===== config.mk =====
export PLATFORM = sky130hd
export DESIGN_NAME = freq_meter_mc
export DESIGN_NICKNAME = d
export VERILOG_FILES = /design/src/rtl/freq_meter_pkg.sv /design/src/rtl/freq_meter_chan.sv /design/src/rtl/freq_meter_mc.sv
export SDC_FILE = /design/constraint.sdc
export NUM_CORES = 1
export LEC_CHECK = 0
export CAP_MARGIN = 10
export CORE_ASPECT_RATIO = 2
export CORE_MARGIN = 2
export CORE_UTILIZATION = 60
export DETAILED_ROUTE_END_ITERATION = 6
export GPL_TIMING_DRIVEN = 1
export HOLD_SLACK_MARGIN = 0.15
export PLACE_DENSITY = 0.9
export SYNTH_ARGS = -nofsm -noshare
export SYNTH_HDL_FRONTEND = slang
export SYNTH_SLANG_ARGS = --single-unit

===== constraint.sdc =====
create_clock -name Clk -period 3.6 [get_ports Clk]
set_input_delay 0.36 -clock Clk [delete_from_list [all_inputs] [get_ports Clk]]
set_output_delay 0.36 -clock Clk [all_outputs]
set_load 0.1 [all_outputs]

===== src/rtl/freq_meter_pkg.sv =====
// Shared types and default widths for the multi-channel frequency meter.
package freq_meter_pkg;

    localparam int unsigned CH_DEF   = 4;
    localparam int unsigned CW_DEF   = 32;
    localparam int unsigned GW_DEF   = 27;
    localparam int unsigned SYNC_DEF = 2;

    typedef enum logic [1:0] {
        ST_IDLE  = 2'd0,
        ST_GATE  = 2'd1,
        ST_LATCH = 2'd2
    } state_e;

endpackage


===== src/rtl/freq_meter_chan.sv =====
// One measurement channel: input synchronizer, rising-edge detect and a
// saturating edge counter with a sticky overflow bit.
module freq_meter_chan
    import freq_meter_pkg::*;
#(
    parameter int unsigned CW          = CW_DEF,
    parameter int unsigned SYNC_STAGES = SYNC_DEF
) (
    input  logic          Clk,
    input  logic          Rst,
    input  logic          Fx,
    input  logic          clr,
    input  logic          en,
    output logic [CW-1:0] count,
    output logic          ovf
);

    logic [SYNC_STAGES-1:0] sync_q, sync_d;
    logic                   prev_q, prev_d;
    logic [CW-1:0]          count_q, count_d;
    logic                   ovf_q, ovf_d;
    logic                   rise_c;

    assign rise_c = sync_q[SYNC_STAGES-1] & ~prev_q;

    always_comb begin
        sync_d  = {sync_q[SYNC_STAGES-2:0], Fx};
        prev_d  = sync_q[SYNC_STAGES-1];
        count_d = count_q;
        ovf_d   = ovf_q;
        if (clr) begin
            count_d = '0;
            ovf_d   = 1'b0;
        end else if (en && rise_c) begin
            // Saturate instead of wrapping; the lost edge marks the overflow.
            if (&count_q) begin
                ovf_d = 1'b1;
            end else begin
                count_d = count_q + CW'(1);
            end
        end
    end

    always_ff @(posedge Clk) begin
        if (Rst) begin
            sync_q  <= '0;
            prev_q  <= 1'b0;
            count_q <= '0;
            ovf_q   <= 1'b0;
        end else begin
            sync_q  <= sync_d;
            prev_q  <= prev_d;
            count_q <= count_d;
            ovf_q   <= ovf_d;
        end
    end

    assign count = count_q;
    assign ovf   = ovf_q;

endmodule


===== src/rtl/freq_meter_mc.sv =====
// Multi-channel gate-and-count frequency meter: shared gate timer and FSM,
// per-channel counters, and a simultaneous latch of all results per window.
module freq_meter_mc
    import freq_meter_pkg::*;
#(
    parameter int unsigned CH          = CH_DEF,
    parameter int unsigned CW          = CW_DEF,
    parameter int unsigned GW          = GW_DEF,
    parameter int unsigned SYNC_STAGES = SYNC_DEF
) (
    input  logic             Clk,
    input  logic             Rst,
    input  logic [CH-1:0]    Fxin,
    input  logic             Enable,
    input  logic [GW-1:0]    Gate_Len,
    output logic [CH*CW-1:0] Frequency,
    output logic [CH-1:0]    Overflow,
    output logic             Valid,
    output logic             Gate_Active
);

    state_e             state_q, state_d;
    logic [GW-1:0]      timer_q, timer_d;
    logic [CH*CW-1:0]   freq_q, freq_d;
    logic [CH-1:0]      ovf_q, ovf_d;
    logic               valid_q, valid_d;
    logic               gate_active_q, gate_active_d;

    logic [CH*CW-1:0]   cnt_all;
    logic [CH-1:0]      cnt_ovf;
    logic               chan_en;
    logic               chan_clr;

    // Counters run only inside an enabled gate; any other cycle clears them.
    assign chan_en  = (state_q == ST_GATE);
    assign chan_clr = (state_q != ST_GATE) || !Enable;

    for (genvar i = 0; i < CH; i++) begin : g_chan
        freq_meter_chan #(
            .CW          (CW),
            .SYNC_STAGES (SYNC_STAGES)
        ) u_chan (
            .Clk   (Clk),
            .Rst   (Rst),
            .Fx    (Fxin[i]),
            .clr   (chan_clr),
            .en    (chan_en),
            .count (cnt_all[i*CW +: CW]),
            .ovf   (cnt_ovf[i])
        );
    end

    always_comb begin
        state_d  = state_q;
        timer_d  = timer_q;
        freq_d   = freq_q;
        ovf_d    = ovf_q;
        valid_d  = 1'b0;
        case (state_q)
            ST_IDLE: begin
                if (Enable) begin
                    timer_d = Gate_Len;
                    state_d = ST_GATE;
                end
            end
            ST_GATE: begin
                // Dropping Enable abandons the window without touching results.
                if (!Enable) begin
                    state_d = ST_IDLE;
                end else if (timer_q == '0) begin
                    state_d = ST_LATCH;
                end else begin
                    timer_d = timer_q - GW'(1);
                end
            end
            ST_LATCH: begin
                freq_d  = cnt_all;
                ovf_d   = cnt_ovf;
                valid_d = 1'b1;
                if (Enable) begin
                    timer_d = Gate_Len;
                    state_d = ST_GATE;
                end else begin
                    state_d = ST_IDLE;
                end
            end
            default: state_d = ST_IDLE;
        endcase
        gate_active_d = (state_d == ST_GATE);
    end

    always_ff @(posedge Clk) begin
        if (Rst) begin
            state_q       <= ST_IDLE;
            timer_q       <= '0;
            freq_q        <= '0;
            ovf_q         <= '0;
            valid_q       <= 1'b0;
            gate_active_q <= 1'b0;
        end else begin
            state_q       <= state_d;
            timer_q       <= timer_d;
            freq_q        <= freq_d;
            ovf_q         <= ovf_d;
            valid_q       <= valid_d;
            gate_active_q <= gate_active_d;
        end
    end

    assign Frequency   = freq_q;
    assign Overflow    = ovf_q;
    assign Valid       = valid_q;
    assign Gate_Active = gate_active_q;

endmodule

==> results of run 1 <==
## worst max path at each step
stage	from	end	slack [ns]	cells after the start
after floorplan	g_chan[3].u_chan.count[3]	g_chan[3].u_chan.count[0]	1.49	8
after global placement	Enable	g_chan[3].u_chan.count[20]	0.88	8
after detailed placement	Enable	g_chan[3].u_chan.count[20]	0.81	8
after CTS	state_q[0]	g_chan[1].u_chan.count[27]	0.84	5
after global routing	state_q[0]	g_chan[1].u_chan.count[27]	0.55	5
final	state_q[0]	g_chan[1].u_chan.count[27]	0.76	5
## power by group through the flow
| stage | Combinational (mW) | Clock (mW) | Sequential [mW] |
|---|---|---|---|
| 3_3_place_gp | 0.346 | 0 | 3.54 |
| 6_report | 0.361 | 3.15 | 3.47 |
| 4_1_cts | 0.354 | 3.18 | 3.46 |
| 2_1_floorplan | 0.238 | 0 | 3.54 |
| 5_1_grt | 0.395 | 3.31 | 3.47 |
| 3_5_place_dp | 0.352 | 0 | 3.54 |
## routing by layer
metal	GRT usage, %	share of wire (%)	routed length, um
met1	37.23	41	13840
met2	48.88	51	17340
met3	3.100	6.2	2125
met4	9.744	2.2	757
met5	0	0	0
## area by class of cell
cell class	count	area, um^2
Fill cell	1633	5846
Clock buffer	37	793.3
Tap cell	276	345.3
Inverter	23	86.33
Sequential cell	307	6146
Timing Repair Buffer	186	1824
Multi-Input combinational cell	1219	6659
Clock inverter	9	170.2
## cells by family after synthesis
| kind of cell | share of synthesized area [%] |
|---|---|
| multiplexers | 0.9249 |
| XOR/XNOR | 0.9249 |
| adder cells (fa/ha/maj) | 0.4719 |
| AND/OR/NAND/NOR | 28.58 |
| flip-flops | 46.36 |
| buffers and inverters | 3.709 |
| AO/OA/AOI/OAI | 19.04 |
## layout by cell type (no fill, tap or decap), types with 23 or more instances in the layout
cell                              count
sky130_fd_sc_hd__a21oi_1            247
sky130_fd_sc_hd__clkbuf_16           27
sky130_fd_sc_hd__clkdlybuf4s50_1    166
sky130_fd_sc_hd__dfxtp_1            307
sky130_fd_sc_hd__inv_1               23
sky130_fd_sc_hd__nand2_1            352
sky130_fd_sc_hd__nand3_1             54
sky130_fd_sc_hd__nand4_1             38
sky130_fd_sc_hd__nor2_1              49
sky130_fd_sc_hd__nor3_1              23
sky130_fd_sc_hd__o21ai_0             70
sky130_fd_sc_hd__o31ai_1             42
sky130_fd_sc_hd__or3_1               60
sky130_fd_sc_hd__or4_1               53
## flip-flops by register name (all words and copies together), names as in the netlist
name	cells
Gate_Active	1
g_chan.u_chan.ovf	4
timer_q	27
g_chan.u_chan.sync_q	8
g_chan.u_chan.count	128
Overflow	4
state_q	2
Frequency	128
Valid	1
g_chan.u_chan.prev_q	4
## critical path, stage by stage (launching register included)
cell and delay [ns]:
sky130_fd_sc_hd__dfxtp_1 0.68, sky130_fd_sc_hd__and4bb_2 0.36, sky130_fd_sc_hd__nand3_1 0.46, sky130_fd_sc_hd__or3_1 0.63, sky130_fd_sc_hd__or4_1 0.43, sky130_fd_sc_hd__a21oi_1 0.18
==> results_dict.tcl, run 1 <==
set metrics [dict create \
    die_area_um2 23370 \
    netlist_area_before_placement_um2 13260 \
    routed_via_count 12860 \
    worstPathArrival_ns 3.30 \
    synth.yosys.warnings 0 \
    combPwrFrac_pct 5.2 \
    rsz_0062_raised_after_global_routing "no" \
    peakVddDrop_uv 337.2 \
    placement.cell_area_um2 15060 \
    ctsResizeCount 0 \
    worstHoldPathType "in -> reg" \
    worst_r2r_path_depth 5 \
    timing.fmax_ghz 0.3520 \
    drt_pass1_iterations 5 \
    clkPwrFrac_pct 45.2 \
    hold-path-cell-count 2 \
    hold_slack_ns 0.3704 \
    worst_slew_pin_slew_ns 1.104 \
    antenna_found_initial 0 \
    detail_route.iter0.violations 967 \
    sequentialPowerShare_pct 49.7 \
    static-leakage-power_nw 4.955 \
    switching_power_mw 1.536 \
    global_route.usage.total_pct 28.68 \
    io_pins 168 \
    drc 0 \
    synth.yosys.seq_area_share_pct 46.36 \
    initial_utilization_pct 60.62 \
    grt_overflow_total 0 \
    insertedDiodeCount 0 \
    cts_max_path_buffers 3 \
    final_standard_cell_count_with_taps_included_and_fillers_excluded 2057 \
    drt_via_density 6.250 \
    synth_top_cell_area_share_pct 46.36 \
    clk_transition_reported_paths_ns 0.08 \
    max_slew_violation_count 0 \
    internal_power_mw 5.446 \
    area_growth_syn_to_layout_pct 20.87 \
    fin_setup_tns_ns 0 \
    hold_start "Fxin[0]" \
    io_buffer_count 167 \
    critPathRequiredTime_ns 4.06 \
    finalSetupViolations 0 \
    floorplan.core_area_um2 21870 \
    grt_start_max_net_pins 109 \
    postLayoutCellArea_um2 16020 \
    finalWorstPathRequiredPeriod_ns 2.841 \
    cts.root.buffer_cell "sky130_fd_sc_hd__clkbuf_16" \
    synth_register_bits 307 \
    tritoncts.num_buffers 26 \
    first_pass_grt_wire_length_um 56550 \
    first_global_vias 11890 \
    timing.reg2reg.setup_slack_ns 0.76 \
    postCtsSetupRepairBufs 0 \
    cts_num_sinks 307 \
    worst_slack_ns 0.7592 \
    swShare_pct 22.00 \
    critical_path.reg2reg.startpoint "state_q[0]" \
    totalWireLength_um 34070 \
    worst_slew_margin_rel_pct 26.42 \
    cts_tree "built" \
    drt.antenna.violating_nets 0 \
    clk-insertion-delay-late_ns 0.55 \
    synth-async-reset-ratio_pct 0 \
    timing.max_cap.violations 0 \
    post_synthesis_cell_type_count 64 \
    synth.top_cells.by_count "353 x sky130_fd_sc_hd__nand2_1, 307 x sky130_fd_sc_hd__dfxtp_1, 247 x sky130_fd_sc_hd__a21oi_1, 88 x sky130_fd_sc_hd__clkbuf_1, 70 x sky130_fd_sc_hd__o21ai_0" \
    netlist.top_cell.by_area "sky130_fd_sc_hd__dfxtp_1" \
    hold_path_end "g_chan[0].u_chan.sync_q[0]" \
    outcome "complete, no violations" \
    drive_gt1_share_pct 5.222 \
    placed_cells_incl_taps 2011 \
    cts_hold_buf 0 \
    critical_path.endpoint_type "register" \
    fp.dieW_um 109.1 \
    critPathLaunchType "register" \
    synthMostInstantiatedCell "sky130_fd_sc_hd__nand2_1" \
    dp_hpwl_um 22950 \
    worstSetupPathType "reg -> reg" \
    power_density_nw_per_um2 435.7 \
    drt-wirelength-per-cell_um 16.56 \
    netlist_instances 1651 \
    finClkSkew_ns 0.02147 \
    placementRows 77 \
    final_util_pct 73.27 \
    nets 1802 \
    place_ws_ns 0.8124 \
    crit_path_max_fanout 18 \
    routabilityCongestion 0.9036 \
    die-height_um 214.2 \
    postSynthAreaPerCell_um2 8.030 \
    yosys_most_used_dff "sky130_fd_sc_hd__dfxtp_1" \
    hold_violations 0 \
    fin_crit_sh_pct 78.91 \
    postSynthNetCount 1690 \
    r2r_endpoint "g_chan[1].u_chan.count[27]" \
    synth_top_cells_by_area "sky130_fd_sc_hd__dfxtp_1 46%, sky130_fd_sc_hd__nand2_1 10%, sky130_fd_sc_hd__a21oi_1 9.3%" \
    synth_enable_flop_cells 0 \
    htree_levels 1 \
    design_power_total_mw 6.982 \
]
Power figures use the tool's default switching activity.
==> run 2: changes to the inputs <==
CORE_UTILIZATION = 56   (was 60)
PLACE_DENSITY = 0.86   (was 0.9)
clock period = 2.9 ns   (was 3.6 ns; I/O delays follow)
==> results_dict.tcl, run 2 (same netlist as run 1, synthesis figures left out) <==
set metrics [dict create \
    fin_setup_tns_ns 0 \
    power_density_nw_per_um2 539.3 \
    finClkSkew_ns 0.008825 \
    drt-wirelength-per-cell_um 17.09 \
    global_route.usage.total_pct 27.53 \
    cts.root.buffer_cell "sky130_fd_sc_hd__clkbuf_16" \
    grt_start_max_net_pins 107 \
    finalSetupViolations 0 \
    totalWireLength_um 35640 \
    swShare_pct 22.80 \
    antenna_found_initial 0 \
    crit_path_max_fanout 6 \
    first_global_vias 12440 \
    drt_pass1_iterations 6 \
    finalWorstPathRequiredPeriod_ns 2.437 \
    critPathLaunchType "register" \
    tritoncts.num_buffers 26 \
    cts_hold_buf 0 \
    critical_path.endpoint_type "register" \
    placementRows 79 \
    initial_utilization_pct 57.08 \
    timing.reg2reg.setup_slack_ns 0.46 \
    clk_transition_reported_paths_ns 0.07 \
    routed_via_count 12860 \
    drt_via_density 6.167 \
    insertedDiodeCount 0 \
    clkPwrFrac_pct 44.2 \
    clk-insertion-delay-late_ns 0.55 \
    io_buffer_count 167 \
    cts_num_sinks 307 \
    detail_route.iter0.violations 869 \
    outcome "complete, no violations" \
    postCtsSetupRepairBufs 0 \
    peakVddDrop_uv 524.6 \
    dp_hpwl_um 24900 \
    hold_slack_ns 0.2352 \
    internal_power_mw 6.616 \
    worstSetupPathType "reg -> reg" \
    floorplan.core_area_um2 23230 \
    sequentialPowerShare_pct 50.2 \
    layout.cells.most_common_list "352 x sky130_fd_sc_hd__nand2_1, 307 x sky130_fd_sc_hd__dfxtp_1, 247 x sky130_fd_sc_hd__a21oi_1" \
    nets 1821 \
    worstHoldPathType "in -> reg" \
    drt.antenna.violating_nets 0 \
    leading_cell_type_in_the_layout_fill_and_taps_excluded "sky130_fd_sc_hd__nand2_1" \
    timing.max_cap.violations 0 \
    htree_levels 1 \
    combPwrFrac_pct 5.6 \
    fin_crit_sh_pct 84.03 \
    cts_tree "built" \
    die_area_um2 25000 \
    worst_slew_margin_rel_pct 25.78 \
    ctsResizeCount 0 \
    max_slew_violation_count 0 \
    timing.fmax_ghz 0.4103 \
    io_pins 168 \
    worst_slew_pin_slew_ns 1.113 \
    static-leakage-power_nw 5.327 \
    die-height_um 221.6 \
    area_growth_syn_to_layout_pct 19.86 \
    grt_overflow_total 0 \
    drive_gt1_share_pct 13.76 \
    routabilityCongestion 0.9954 \
    hold_violations 0 \
    worstPathArrival_ns 2.85 \
    drc 0 \
    switching_power_mw 1.954 \
    critPathRequiredTime_ns 3.31 \
    fp.dieW_um 112.8 \
    rsz_0062_raised_after_global_routing "no" \
    cts_max_path_buffers 3 \
    first_pass_grt_wire_length_um 58170 \
]
==> run 2: cell count changes in the layout (fill, tap and decap cells not counted), sizes merged <==
| cell | change |
|---|---|
| buf | +153 |
| clkdlybuf4s50 | -134 |
| bufinv | -2 |
| clkbuf | +1 |
| clkinv | +1 |
| clkinvlp | +1 |
| inv | +1 |
==> run 2: path summary, 6_finish.rpt <==
path / start / end / cells past startpoint
worst max-delay path: timer_q[0] / timer_q[18] / 7
worst min-delay path: Rst / timer_q[16] / 4
worst max register to register: timer_q[0] / timer_q[18] / 7
worst min register to register: g_chan[3].u_chan.sync_q[0] / g_chan[3].u_chan.sync_q[1] / 1
==> run 2: final cells by class <==
class | instances | area (um^2)
Fill cell | 1883 | 7338
Timing Repair Buffer | 205 | 1707
Multi-Input combinational cell | 1219 | 6665
Inverter | 23 | 86.33
Clock buffer | 38 | 797.0
Sequential cell | 307 | 6146
Tap cell | 283 | 354.1
Clock inverter | 10 | 135.1
==> run 2: per-stage QoR <==
step	util (%)	power, mW	cell area (um^2)	worst slack, ns	cells
finish	68.41	8.570	15890	0.4630	2085
global route	68.41	8.805	15890	0.3231	2085
CTS	68.41	8.612	15890	0.5130	2085
detailed placement	64.40	4.858	14960	0.5495	2037
global placement	64.40	4.852	14960	0.6066	2037
floorplan	-	4.684	13260	0.7866	1651
==> run 2: critical path, cell delays in order, from the launching register on <==
cell	delay [ns]
sky130_fd_sc_hd__dfxtp_1	0.35
sky130_fd_sc_hd__inv_1	0.09
sky130_fd_sc_hd__ha_1	0.23
sky130_fd_sc_hd__nor3b_1	0.38
sky130_fd_sc_hd__nand4_1	0.33
sky130_fd_sc_hd__or2_2	0.42
sky130_fd_sc_hd__o311ai_0	0.35
sky130_fd_sc_hd__o21ai_0	0.15
==> run 2: routing by layer <==
layer	track usage [%]	vias to the layer above	routed length (um)
met5	0	-	0
met1	28.50	6050	12770
li1	-	6231	-
met2	52.64	470	19300
met3	3.855	108	2007
met4	13.65	0	1564
==> run 2: power by group through the flow <==
stage               clock (mW)  combinational (mW)  sequential [mW]
global placement             0               0.457             4.39
floorplan                    0               0.295             4.39
global route              3.99               0.513             4.30
detailed placement           0               0.462             4.40
finish                    3.79               0.476             4.30
CTS                       3.85               0.466             4.30
